===== src/rtl/booth_radix4_mult.sv =====
`default_nettype none
// ============================================================================
//  Module      : booth_radix4_mult
//  Description : Sequential radix-4 (modified) Booth multiplier. Retires two
//                multiplier bits per cycle, with a per-operation signed or
//                unsigned mode and a start/busy/done handshake that supports
//                back-to-back operations.
//  Revision    : 1.0  initial release
// ============================================================================
module booth_radix4_mult #(
  parameter int INPUT_WIDTH  = 6,
  parameter int OUTPUT_WIDTH = 2 * INPUT_WIDTH,
  parameter int COUNTER_SIZE = 4
) (
  input  logic                    clk_in,
  input  logic                    rst_in,
  input  logic                    start_in,
  input  logic                    signed_in,
  input  logic [INPUT_WIDTH-1:0]  multiplicand_in,
  input  logic [INPUT_WIDTH-1:0]  multiplier_in,
  output logic                    busy_out,
  output logic                    done_out,
  output logic [OUTPUT_WIDTH-1:0] product_out,
  output logic [COUNTER_SIZE-1:0] counter_out
);

  // Extended operand width: INPUT_WIDTH plus two guard bits, rounded up to
  // even so that it splits into whole radix-4 digits.
  localparam int c_ew     = ((INPUT_WIDTH + 2 + 1) / 2) * 2;
  localparam int c_ext    = c_ew - INPUT_WIDTH;
  localparam int c_iters  = c_ew / 2;
  // Accumulator carries two extra bits so that +/-2M never overflows.
  localparam int c_aw     = c_ew + 2;
  localparam int c_fw     = c_aw + c_ew;
  localparam logic [COUNTER_SIZE-1:0] c_last = COUNTER_SIZE'(c_iters - 1);

  typedef enum logic [1:0] {
    S_IDLE = 2'd0,
    S_RUN  = 2'd1,
    S_DONE = 2'd2
  } state_t;

  state_t                  state_q,   state_d;
  logic [c_ew-1:0]         mcand_q,   mcand_d;
  logic [c_aw-1:0]         acc_q,     acc_d;
  logic [c_ew-1:0]         mplier_q,  mplier_d;
  logic                    qm1_q,     qm1_d;
  logic [COUNTER_SIZE-1:0] counter_q, counter_d;
  logic [OUTPUT_WIDTH-1:0] product_q, product_d;

  logic [c_ew-1:0] ext_mcand;
  logic [c_ew-1:0] ext_mplier;
  logic [c_aw-1:0] m_x;
  logic [c_aw-1:0] addend;
  logic [c_aw-1:0] acc_sum;
  logic [c_fw-1:0] full_sum;
  logic [c_fw-1:0] shifted;
  logic [2:0]      triplet;

  // Operand extension: sign- or zero-fill depending on the requested mode.
  always_comb begin
    ext_mcand  = {{c_ext{signed_in & multiplicand_in[INPUT_WIDTH-1]}}, multiplicand_in};
    ext_mplier = {{c_ext{signed_in & multiplier_in[INPUT_WIDTH-1]}}, multiplier_in};
  end

  // One Booth step: pick 0/+-M/+-2M from the current digit, add, shift by 2.
  always_comb begin
    m_x     = {{2{mcand_q[c_ew-1]}}, mcand_q};
    triplet = {mplier_q[1], mplier_q[0], qm1_q};
    addend  = '0;
    case (triplet)
      3'b001, 3'b010: addend = m_x;
      3'b011:         addend = m_x << 1;
      3'b100:         addend = ~(m_x << 1) + c_aw'(1);
      3'b101, 3'b110: addend = ~m_x + c_aw'(1);
      default:        addend = '0;
    endcase
    acc_sum  = acc_q + addend;
    full_sum = {acc_sum, mplier_q};
    shifted  = {{2{acc_sum[c_aw-1]}}, full_sum[c_fw-1:2]};
  end

  // Next-state and datapath update for the IDLE/RUN/DONE sequencer.
  always_comb begin
    state_d   = state_q;
    mcand_d   = mcand_q;
    acc_d     = acc_q;
    mplier_d  = mplier_q;
    qm1_d     = qm1_q;
    counter_d = counter_q;
    product_d = product_q;
    case (state_q)
      S_IDLE, S_DONE: begin
        if (start_in) begin
          state_d   = S_RUN;
          mcand_d   = ext_mcand;
          acc_d     = '0;
          mplier_d  = ext_mplier;
          qm1_d     = 1'b0;
          counter_d = '0;
        end else begin
          state_d   = S_IDLE;
          counter_d = '0;
        end
      end
      S_RUN: begin
        acc_d     = shifted[c_fw-1:c_ew];
        mplier_d  = shifted[c_ew-1:0];
        qm1_d     = mplier_q[1];
        counter_d = counter_q + COUNTER_SIZE'(1);
        if (counter_q == c_last) begin
          state_d   = S_DONE;
          product_d = shifted[OUTPUT_WIDTH-1:0];
        end
      end
      default: begin
        state_d   = S_IDLE;
        counter_d = '0;
      end
    endcase
  end

  // State and datapath registers; reset discards any operation in flight.
  always_ff @(posedge clk_in) begin
    if (rst_in) begin
      state_q   <= S_IDLE;
      mcand_q   <= '0;
      acc_q     <= '0;
      mplier_q  <= '0;
      qm1_q     <= 1'b0;
      counter_q <= '0;
      product_q <= '0;
    end else begin
      state_q   <= state_d;
      mcand_q   <= mcand_d;
      acc_q     <= acc_d;
      mplier_q  <= mplier_d;
      qm1_q     <= qm1_d;
      counter_q <= counter_d;
      product_q <= product_d;
    end
  end

  // Status outputs decode directly from the registered state.
  always_comb begin
    busy_out    = (state_q == S_RUN);
    done_out    = (state_q == S_DONE);
    product_out = product_q;
    counter_out = counter_q;
  end

endmodule
`default_nettype wire


===== config.mk =====
export PLATFORM = sky130hd
export DESIGN_NAME = booth_radix4_mult
export DESIGN_NICKNAME = d
export VERILOG_FILES = /design/src/rtl/booth_radix4_mult.sv
export SDC_FILE = /design/constraint.sdc
export NUM_CORES = 1
export LEC_CHECK = 0
export CAP_MARGIN = 0
export CORE_MARGIN = 2
export CORE_UTILIZATION = 50
export DETAILED_ROUTE_END_ITERATION = 8
export PLACE_DENSITY = 0.74
export SETUP_SLACK_MARGIN = 0.5
export SLEW_MARGIN = 10
export SYNTH_ARGS = -nofsm -noshare
export SYNTH_HDL_FRONTEND = slang
export SYNTH_SLANG_ARGS = --single-unit
export TNS_END_PERCENT = 30

===== constraint.sdc =====
create_clock -name clk_in -period 7.2 [get_ports clk_in]
set_input_delay 1.44 -clock clk_in [delete_from_list [all_inputs] [get_ports clk_in]]
set_output_delay 1.44 -clock clk_in [all_outputs]
set_load 0.01 [all_outputs]

==> impl_summary.log, run 1 <==
INFO  metric average_wire_length_per_cell_after_detail_routing = 14.0 um
INFO  metric cts.sink_count = 42
INFO  metric cts_buffer_depth = 2
INFO  metric synth.area.mux_share = 0.829%
INFO  metric synth_top_family_by_area = simple AND/OR/NAND/NOR gates
INFO  metric maxClockFrequency = 297 MHz
INFO  metric setup_repair_after_global_routing_missed_its_margin = no
INFO  metric fp.dieW = 73.5 um
INFO  metric drive_gt1_share = 4.37%
INFO  metric worst_ep_required_time = 5.76 ns
INFO  metric initial_core_util = 51.5%
INFO  metric power_frac_clock = 34.2%
INFO  metric route.final.wire_length = 5560 um
INFO  metric post_synth_inst_count = 321
INFO  metric chipHeight = 73.5 um
INFO  metric detailed_place_hpwl = 3980 um
INFO  metric net-switching-power = 0.000152 W
INFO  metric slew-limit-headroom = a little under half
INFO  metric yosys.area_share.adder = 6.53%
INFO  metric areaGrowthSynthToFinish = 18.4%
INFO  metric detailroute.via_count = 2230
INFO  metric worst_slew_pin_slew = between 0.8 and 0.9 ns
INFO  metric layout.core_utilization = 61.0%
INFO  metric xor_xnor_fraction_of_synth_area = 6.53%
INFO  metric placement_rows = 25
INFO  metric top_level_ports = 34
INFO  metric timing.final.crit_period = 3.37 ns
INFO  metric p_per_area = slightly below 200 mW/mm^2
INFO  metric core_area = 0.00469 sq mm
INFO  metric clk_pin_slew_worst_paths = around 0.08 ns
INFO  metric report.final.setup_viol = 0
INFO  metric vdd_ir_drop_max = ~0.16 mV
INFO  metric finalClockSkew = 0.00825 ns
INFO  metric clock_tree.root_cell = clkbuf_8
INFO  metric timing.final.crit_share = 46.7%
INFO  metric drt-pass1-iter-count = 4
INFO  metric share_seq_of_total_power = 46.5%
INFO  metric placed_area = 0.00275 sq mm
INFO  metric async_flop_share = 0%
INFO  metric proportion_of_synthesized_chip_area_in_sequential_cells = 34.8%
INFO  metric insertedDiodeCount = 0
INFO  metric total_routing_usage_gr = 21.5%
INFO  metric clkLatencyLatePin = 0.29 ns
INFO  metric postCtsHoldBufs = 0
INFO  metric die_area = between 0.005 and 0.006 sq mm
INFO  metric cts_htree_levels = 2
INFO  metric yosysUniqueCellTypes = 41
INFO  metric timing.final.max_slew_violations = 0
INFO  metric synth.cell_area = about 0.0024 sq mm
INFO  metric global_route_wire_length_before_repair = 9190 um
INFO  metric setup_crit_end_kind = output port
INFO  metric status = finished, final reports clean
INFO  metric drc_errors = 0
INFO  metric leakagePower = ~1.1 nW
INFO  metric cp.arrival = 1.93 ns
INFO  metric fin_setup_tns = 0 ns
INFO  metric tritoncts.num_buffers = 5
INFO  metric post_drt_via_cell_ratio = 5.62
INFO  metric synth_edf_count = 0
INFO  metric layout.cells.most_common = nand2_1
INFO  metric ys.warnings.count = 0
INFO  metric cts-resized-gates = 0
INFO  metric yosys_register_bits = 42
INFO  metric post_synth.cell_area_avg = roughly 7.5 sq um
INFO  metric timing.critical_path.cells = nand2b_1 > inv_1 > clkdlybuf4s50_1
INFO  metric timing.hold.worst.class = flip-flop to flip-flop
INFO  metric cell_internal_power = 0.000399 W
INFO  metric worstSetupStartpointType = flip-flop
INFO  metric finalWeightedCongestion = 0.840
INFO  metric grt-ovfl-total = 0
INFO  metric drv.max_cap_violation_count = 0
INFO  metric postSynthNetCount = 349
INFO  metric ant_nets = 0
INFO  metric total_power = 0.000551 W
INFO  metric worst-path-max-fanout = 14
INFO  metric cp_max_delay_cell = clkdlybuf4s50_1
INFO  metric antenna_found_initial = 0
INFO  metric design.final.nets = ~370
INFO  metric power_switching_share = between 20% and 30%
INFO  metric synthFlopType = dfxtp_1
INFO  metric synth-simple-area-share = 23.4%
INFO  metric numPortBuffers = 33
INFO  metric most-common-layout-cells = nand2_1 (60), dfxtp_1 (42), a21oi_1 (37), clkdlybuf4s50_1 (33), nor2_1 (32)
INFO  metric largest_net_degree_at_the_start_of_global_routing = 36
INFO  metric comb_power_share = 19.3%
INFO  metric timing.critical_path.slowest_cell_delay = 0.62 ns
INFO  metric number_of_drc_violations_after_detailed_routing_iteration_0 = 113
INFO  metric finalHoldViolCount = 0
INFO  metric via_count_of_the_first_global_routing_pass = between 2000 and 2500
INFO  metric clock_tree_from_tritoncts = done
INFO  metric worst-setup-path-type = flip-flop to output port
INFO  metric post_cts_setup_repair_bufs = 0
INFO  metric finalInstanceArea = 0.00286 sq mm
INFO  metric synth_compound_area_share = 22.8%
==> worst paths after layout <==
path / start / cells after the start / end / slack [ns]
worst max-delay path: state_q[0] / 3 / busy_out / 3.83
worst min-delay path: product_out[11] / 2 / product_out[11] / 0.46
worst max register to register: mcand_q[1] / 15 / acc_q[5] / 4.10
worst min register to register: product_out[11] / 2 / product_out[11] / 0.46
==> per-stage QoR <==
stage | setup slack [ns] | std cells | hold WS, ns
CTS | 3.84 | 397 | 0.457
global placement | 4.18 | 390 | 0.445
global route | 3.71 | 397 | 0.473
finish | 3.83 | 397 | 0.461
detailed placement | 4.15 | 390 | 0.446
floorplan | 4.56 | 321 | 0.432
==> registers in the layout (all words and copies together) (netlist names) <==
register / flops
acc_q: 8
mcand_q: 7
state_q: 2
counter_out: 4
mplier_q: 8
product_out: 12
qm1_q: 1
==> synth_stat cells, types with 2 or more instances <==
library cell	n	area, sq um
a22oi_1	8	60.1
nor2_1	32	120
ha_1	11	138
o21bai_1	2	15.0
nand2_1	60	225
xnor2_1	10	87.6
nor2b_1	5	31.3
dfxtp_1	42	841
nand2b_1	6	37.5
a211oi_1	3	22.5
o21ai_0	20	100
inv_1	9	33.8
xor2_1	8	70.1
a21o_1	3	22.5
nor3b_1	3	22.5
nor3_1	10	50.1
a311oi_1	6	52.6
mux2i_1	2	20.0
nand3b_1	2	15.0
nand3_1	6	30.0
clkbuf_1	17	63.8
a21oi_1	37	185
==> power by group through the flow <==
stage	Combinational [W]	Sequential, W	Clock, W
2_1_floorplan	0.0000848	0.000253	0
3_3_place_gp	0.000104	0.000261	0
4_1_cts	0.000106	0.000256	0.000194
3_5_place_dp	0.000105	0.000261	0
6_report	0.000106	0.000256	0.000189
5_1_grt	0.000120	0.000258	0.000202
==> metal layers <==
metal  share of wire [%]  wire length [um]  vias to the layer above  track usage (%)
li1                    -                 -                     1153                -
met5                   0                 0                        -                0
met1                  49              2750                     1021             29.5
met2                  46              2550                       51             35.9
met3                 4.0               224                        5             3.84
met4                0.54                30                        0             3.64
==> final cells by class <==
cell class	instances	area, sq um
Fill cell	428	1830
Multi-Input combinational cell	249	1450
Sequential cell	42	841
Timing Repair Buffer	36	353
Clock buffer	6	82.6
Tap cell	54	67.6
Inverter	9	33.8
Clock inverter	1	30.0
==> worst max-delay path: cells and delay by family, from the launching register on <==
family | cells | cell delay (ns)
flops | 1 | 0.37
buf+inv | 2 | 1.03
simple gates | 1 | 0.24
==> kinds of logic after synthesis <==
| group | after synthesis |
|---|---|
| and+or+nand+nor | 127 |
| AOI/OAI and AO/OA | 90 |
| DFF | 42 |
| buffers and inverters | 30 |
| xor gates and xnor gates | 18 |
| adders and majority gates | 12 |
| muxes | 2 |
No activity file was read; power rests on OpenSTA's default activity.
==> inputs of run 2 (changes only) <==
clock period = 3.31 ns   (was 7.2 ns; I/O delays follow)
==> impl_summary.log, run 2 (synthesis gave the netlist of run 1 again) <==
INFO  metric clk_pin_slew_worst_paths = 0.08 ns (about the same)
INFO  metric clock_tree.root_cell = clkbuf_8
INFO  metric postCtsHoldBufs = 0 (unchanged)
INFO  metric vdd_ir_drop_max = 0.309 mV (+96%)
INFO  metric number_of_drc_violations_after_detailed_routing_iteration_0 = 193 (+71%)
INFO  metric maxClockFrequency = roughly 370 MHz
INFO  metric detailroute.via_count = 2396 (+7.4%)
INFO  metric drt-pass1-iter-count = 5 (+1)
INFO  metric final_critical_path_setup_slack = 0.598 ns (-3.24 ns)
INFO  metric dpl.cell_count = 396 (+1.5%)
INFO  metric cts_htree_levels = 2 (unchanged)
INFO  metric finalClockSkew = 0.00443 ns (-0.00382 ns)
INFO  metric die_area = 0.00540 sq mm (unchanged)
INFO  metric fp.dieW = 73.5 um (unchanged)
INFO  metric p_per_area = 386 mW/mm^2 (+100%)
INFO  metric largest_net_degree_at_the_start_of_global_routing = 20 (-44%)
INFO  metric number_of_cells_in_the_finished_layout_apart_from_fillers = 415 (+4.5%)
INFO  metric drc_errors = 0 (unchanged)
INFO  metric clock_tree_from_tritoncts = done
INFO  metric setup_crit_end_kind = flip-flop
INFO  metric grt-ovfl-total = 0 (unchanged)
INFO  metric timing.hold.worst.class = flip-flop to flip-flop
INFO  metric status = finished, final reports clean
INFO  metric worst_slew_pin_slew = 0.809 ns (+0.00563 ns)
INFO  metric clkLatencyLatePin = 0.29 ns (about the same)
INFO  metric worst-setup-path-type = flip-flop to flip-flop
INFO  metric top_level_ports = 34 (unchanged)
INFO  metric insertedDiodeCount = 0 (unchanged)
INFO  metric setup_repair_after_global_routing_missed_its_margin = yes
INFO  metric layout.cells.most_common = nand2_1
INFO  metric chipHeight = 73.5 um (unchanged)
INFO  metric post_drt_via_cell_ratio = 5.77 (+2.8%)
INFO  metric drv.max_cap_violation_count = 0 (unchanged)
INFO  metric layout.core_utilization = 65.8% (+4.9 points)
INFO  metric worst_ep_required_time = 3.52 ns (-2.24 ns)
INFO  metric timing.final.crit_period = 2.71 ns
INFO  metric number_of_flip_flops_in_the_largest_register = 12 (unchanged)
INFO  metric areaGrowthSynthToFinish = 27.8%
INFO  metric total_routing_usage_gr = 23.4% (+1.8 points)
INFO  metric average_wire_length_per_cell_after_detail_routing = 14.9 um (+6.3%)
INFO  metric via_count_of_the_first_global_routing_pass = 2150 (+6.2%)
INFO  metric design.final.nets = 388 (+4.6%)
INFO  metric placement_rows = 25 (unchanged)
INFO  metric tritoncts.num_buffers = 5 (unchanged)
INFO  metric slew-limit-headroom = 45.9% (-0.38 points)
INFO  metric numPortBuffers = 33 (unchanged)
INFO  metric report.final.setup_viol = 0 (unchanged)
INFO  metric timing.final.max_slew_violations = 0 (unchanged)
INFO  metric global_route_wire_length_before_repair = 9810 um (+6.8%)
INFO  metric timing.final.crit_share = between 80% and 90%
INFO  metric finalHoldViolCount = 0 (unchanged)
INFO  metric ant_nets = 0 (unchanged)
INFO  metric detailedPlace.worstSlack = 0.260 ns (-3.89 ns)
INFO  metric worstSetupStartpointType = flip-flop
INFO  metric worst-path-max-fanout = 6 (-8)
INFO  metric detailed_place_hpwl = 4250 um (+6.6%)
INFO  metric most-common-layout-cells = nand2_1 (60), dfxtp_1 (35), a21oi_1 (34), clkdlybuf4s50_1 (33), nor2_1 (30)
INFO  metric initial_core_util = 51.5% (unchanged)
INFO  metric worstRegToRegCells = 12 (-3)
INFO  metric route.final.wire_length = 6170 um (+11%)
INFO  metric cts_buffer_depth = 2 (unchanged)
INFO  metric cts.sink_count = 42 (unchanged)
INFO  metric drive_gt1_share = 16.1% (+12 points)
INFO  metric finalWeightedCongestion = 0.986 (+17%)
INFO  metric fin_setup_tns = 0 ns (unchanged)
INFO  metric hold-path-cell-count = 2 (unchanged)
INFO  metric cp.arrival = 2.93 ns (+1.00 ns)
INFO  metric leakagePower = 1.16 nW (+11%)
INFO  metric antenna_found_initial = 0 (unchanged)
INFO  metric core_area = 0.00469 sq mm (unchanged)
[run 2: metrics by stage]
| step | area (sq um) | hold WS (ns) | power (W) |
|---|---|---|---|
| after global placement | 2790 | 0.446 | 0.000805 |
| after detailed placement | 2790 | 0.450 | 0.000808 |
| after floorplan | 2420 | 0.432 | 0.000735 |
| after CTS | 2950 | 0.461 | 0.00116 |
| final | 3090 | 0.461 | 0.00119 |
| after global routing | 3090 | 0.475 | 0.00126 |
[run 2: power by group]
part           switching [W]  leakage, nW  internal, W  total (W)
clock network       0.000174       0.0472     0.000168   0.000342
logic               0.000156        0.771     0.000142   0.000298
registers          0.0000283        0.345     0.000524   0.000552
total               0.000358         1.16     0.000833    0.00119
[run 2: worst max-delay path, cell delays in order (launching register included)]
cell	delay [ns]
dfxtp_4	0.38
nor3_2	0.26
nand2b_1	0.17
xnor2_1	0.09
a211oi_1	0.23
o21ai_1	0.15
ha_1	0.40
a21oi_1	0.22
o22ai_2	0.13
nor2_2	0.18
xnor2_2	0.16
nand2_1	0.10
a21oi_2	0.16
[run 2: path summary, 6_finish.rpt]
check | startpoint | to | slack (ns)
worst max register to register | mcand_q[0] | product_out[11] | 0.60
worst min-delay path | product_out[7] | product_out[7] | 0.46
worst min register to register | product_out[7] | product_out[7] | 0.46
worst max-delay path | mcand_q[0] | product_out[11] | 0.60
[run 2: area by class of cell]
class | count | area (sq um)
clock inverters | 2 | 12.5
well taps | 54 | 67.6
repair buffers | 53 | 484
flip-flops and latches | 42 | 860
clock buffers | 6 | 82.6
multi-input cells | 249 | 1550
inverters | 9 | 33.8
fillers | 406 | 1600
[run 2: metal layers]
layer	up-vias	GRT usage [%]	wire (um)	part of all wire (%)
li1	1179	-	-	-
met1	1122	32.5	2770	45
met2	86	36.5	2950	48
met3	9	3.98	369	6.0
met4	0	8.08	88	1.4
met5	-	0	0	0
[run 2: what timing repair did]
action | 4_1_cts | 5_1_grt
endpoints found under the setup margin | 7 | 8
pin swaps | 2 | 20
resized for setup | 12 | 30
setup buffers | 3 | 8
==> inputs of run 3 (changes only) <==
CORE_UTILIZATION = 49   (was 50)
PLACE_DENSITY = 0.76   (was 0.74)
clock period = 2.4 ns   (was 3.31 ns; I/O delays follow)
==> impl_summary.log, run 3 (synthesis gave the netlist of run 1 again) <==
INFO  metric drv.max_cap_violation_count = 0 (unchanged)
INFO  metric timing.final.crit_period = 2.67 ns (-0.0447 ns)
INFO  metric detailroute.via_count = 2659 (+11%)
INFO  metric maxClockFrequency = 375 MHz (+1.7%)
INFO  metric worst-setup-path-type = flip-flop to flip-flop
INFO  metric global_route_wire_length_before_repair = 11300 um (+15%)
INFO  metric dpl.cell_count = 453 (+14%)
INFO  metric tritoncts.num_buffers = 5 (unchanged)
INFO  metric detailedPlace.worstSlack = -0.427 ns (-0.687 ns)
INFO  metric total_routing_usage_gr = 27.1% (+3.7 points)
INFO  metric number_of_drc_violations_after_detailed_routing_iteration_0 = 192 (-0.52%)
INFO  metric design.final.nets = 432 (+11%)
INFO  metric timing.final.max_slew_violations = 0 (unchanged)
INFO  metric clock_tree_from_tritoncts = done
INFO  metric core_area = 0.00475 sq mm (+1.3%)
INFO  metric number_of_cells_in_the_finished_layout_apart_from_fillers = 472 (+14%)
INFO  metric fin_setup_tns = -2.15 ns (-2.15 ns)
INFO  metric cp_max_delay_cell = dfxtp_4
INFO  metric die_area = 0.00551 sq mm (+1.9%)
INFO  metric timing.final.crit_share = 111% (+29 points)
INFO  metric clkLatencyLatePin = 0.30 ns (about the same)
INFO  metric timing.critical_path.buf_inv = 2 (+2)
INFO  metric cts_buffer_depth = 2 (unchanged)
INFO  metric final_critical_path_setup_slack = -0.268 ns (-0.865 ns)
INFO  metric hold-path-cell-count = 2 (unchanged)
INFO  metric worst_slew_pin_slew = 0.780 ns (-0.0286 ns)
INFO  metric placement_rows = 25 (unchanged)
INFO  metric timing.rr.end = acc_q[5]
INFO  metric average_wire_length_per_cell_after_detail_routing = 16.1 um (+8.3%)
INFO  metric report.final.setup_viol = 10 (+10)
INFO  metric chipHeight = 74.2 um (+0.96%)
INFO  metric drive_gt1_share = 30.1% (+14 points)
INFO  metric critPathTopFamily = compound AO/OA/AOI/OAI gates
INFO  metric violations_in_the_final_reports = negative setup slack
INFO  metric top_level_ports = 34 (unchanged)
INFO  metric vdd_ir_drop_max = 0.419 mV (+35%)
INFO  metric cts_htree_levels = 2 (unchanged)
INFO  metric largest_net_degree_at_the_start_of_global_routing = 18 (-10%)
INFO  metric timing.reg2reg.setup_slack = -0.27 ns (-0.87 ns)
INFO  metric insertedDiodeCount = 0 (unchanged)
INFO  metric timing.hold.worst.class = flip-flop to flip-flop
INFO  metric post_drt_via_cell_ratio = 5.63 (-2.4%)
INFO  metric antenna_found_initial = 0 (unchanged)
INFO  metric cp.arrival = 2.85 ns (-0.08 ns)
INFO  metric worst-path-max-fanout = 3 (-3)
INFO  metric clock_tree.root_cell = clkbuf_8
INFO  metric clk_pin_slew_worst_paths = 0.09 ns (about the same)
INFO  metric worstRegToRegCells = 15 (+3)
INFO  metric number_of_flip_flops_in_the_largest_register = 12 (unchanged)
INFO  metric via_count_of_the_first_global_routing_pass = 2439 (+13%)
INFO  metric setup_repair_after_global_routing_missed_its_margin = yes
INFO  metric critical_path.most_common_cell = o21ai_1
INFO  metric drc_errors = 0 (unchanged)
INFO  metric finalHoldViolCount = 0 (unchanged)
INFO  metric grt-ovfl-total = 0 (unchanged)
INFO  metric most-common-layout-cells = nand2_1 (59), buf_4 (59), dfxtp_1 (36), clkdlybuf4s50_1 (32), a21oi_1 (31)
INFO  metric timing.critical_path.slowest_cell_delay = 0.36 ns (-0.04 ns)
INFO  metric finalWeightedCongestion = 0.900 (-8.8%)
INFO  metric worst_ep_required_time = 2.58 ns (-0.94 ns)
INFO  metric postCtsHoldBufs = 0 (unchanged)
INFO  metric finalClockSkew = 0.00572 ns (+0.00129 ns)
INFO  metric whs = 0.457 ns (-0.00338 ns)
INFO  metric ant_nets = 0 (unchanged)
INFO  metric timing.critical_path.cells = inv_2 > ha_4 > nor3b_4 > nor2b_1 > xnor2_1 > o32ai_1 > o21ai_1 > o21ai_1 > ha_1 > inv_1 > o22ai_2 > nor2_2 > o21ai_1 > xnor2_1 > o21ai_0
INFO  metric route.final.wire_length = 7600 um (+23%)
INFO  metric slew-limit-headroom = 47.8% (+1.9 points)
INFO  metric areaGrowthSynthToFinish = 49.8%
INFO  metric cts.sink_count = 42 (unchanged)
INFO  metric total_power = 0.00183 W (+53%)
INFO  metric numPortBuffers = 33 (unchanged)
INFO  metric detailed_place_hpwl = 4910 um (+16%)
INFO  metric hold_path_startpoint = product_out[4]
INFO  metric setup_crit_end_kind = flip-flop
INFO  metric fp.dieW = 74.2 um (+0.96%)
INFO  metric critical_path.reg2reg.startpoint = mcand_q[1]
INFO  metric initial_core_util = 50.8% (-0.68 points)
INFO  metric worst_hold_path.endpoint = product_out[4]
INFO  metric worstSetupStartpointType = flip-flop
INFO  metric p_per_area = 504 mW/mm^2 (+31%)
INFO  metric status = finished with violations
INFO  metric leakagePower = 1.43 nW (+23%)
INFO  metric drt-pass1-iter-count = 4 (-1)
-- run 3: changes by cell type in the layout (fill, tap and decap cells not counted), sizes merged --
cell / previous run / this run
buf: 20 / 64
inv: 9 / 11
clkbuf: 6 / 5
clkdlybuf4s50: 33 / 32
clkinv: 1 / 0
dlygate4sd2: 0 / 1
-- run 3: where the power goes --
part | internal (W) | total [W] | switching [W] | leakage, nW
registers | 0.000724 | 0.000755 | 0.0000309 | 0.344
clock network | 0.000209 | 0.000484 | 0.000275 | 0.0451
logic | 0.000304 | 0.000587 | 0.000283 | 1.04
total | 0.00124 | 0.00183 | 0.000588 | 1.43
-- run 3: layout make-up --
| class | count | area (sq um) |
|---|---|---|
| multi-input combinational | 249 | 1720 |
| fill | 341 | 1130 |
| sequential | 42 | 853 |
| timing repair buffer | 97 | 837 |
| tap | 67 | 83.8 |
| clock buffer | 5 | 68.8 |
| inverter | 9 | 36.3 |
| clock inverter | 3 | 22.5 |
-- run 3: worst max path at each step --
stage / slack, ns / end / startpoint / cells past startpoint
finish: -0.27 / acc_q[5] / mcand_q[1] / 15
global route: -0.37 / acc_q[8] / mcand_q[1] / 15
CTS: -0.14 / acc_q[6] / mcand_q[0] / 14
detailed placement: -0.43 / acc_q[5] / mcand_q[0] / 15
global placement: -0.27 / acc_q[5] / mcand_q[0] / 13
floorplan: -0.22 / acc_q[6] / mcand_q[3] / 13
-- run 3: metal layers --
layer,vias up,wire length (um),global-route usage [%]
met5,-,0,0
met4,0,285,9.52
met3,30,434,5.01
met2,110,3920,49.4
met1,1247,2960,31.7
li1,1272,-,-
-- run 3: repair_timing --
action,4_1_cts,5_1_grt
gates resized for setup,51,12
pin swaps,33,27
endpoints found under the setup margin,15,14
setup buffers,10,1
-- run 3: worst register-to-register path: stages, from the launching register on --
cell and delay (ns):
dfxtp_4 0.36, inv_2 0.08, ha_4 0.14, nor3b_4 0.22
nor2b_1 0.10, xnor2_1 0.24, o32ai_1 0.13, o21ai_1 0.12
o21ai_1 0.08, ha_1 0.31, inv_1 0.08, o22ai_2 0.23
nor2_2 0.07, o21ai_1 0.17, xnor2_1 0.13, o21ai_0 0.08
-- run 3: stage by stage --
stage               utilization [%]  instance area [sq um]
floorplan                         -                   2460
global placement               66.9                   3180
detailed placement             66.9                   3180
CTS                            74.4                   3540
global route                   76.1                   3620
finish                         76.1                   3620
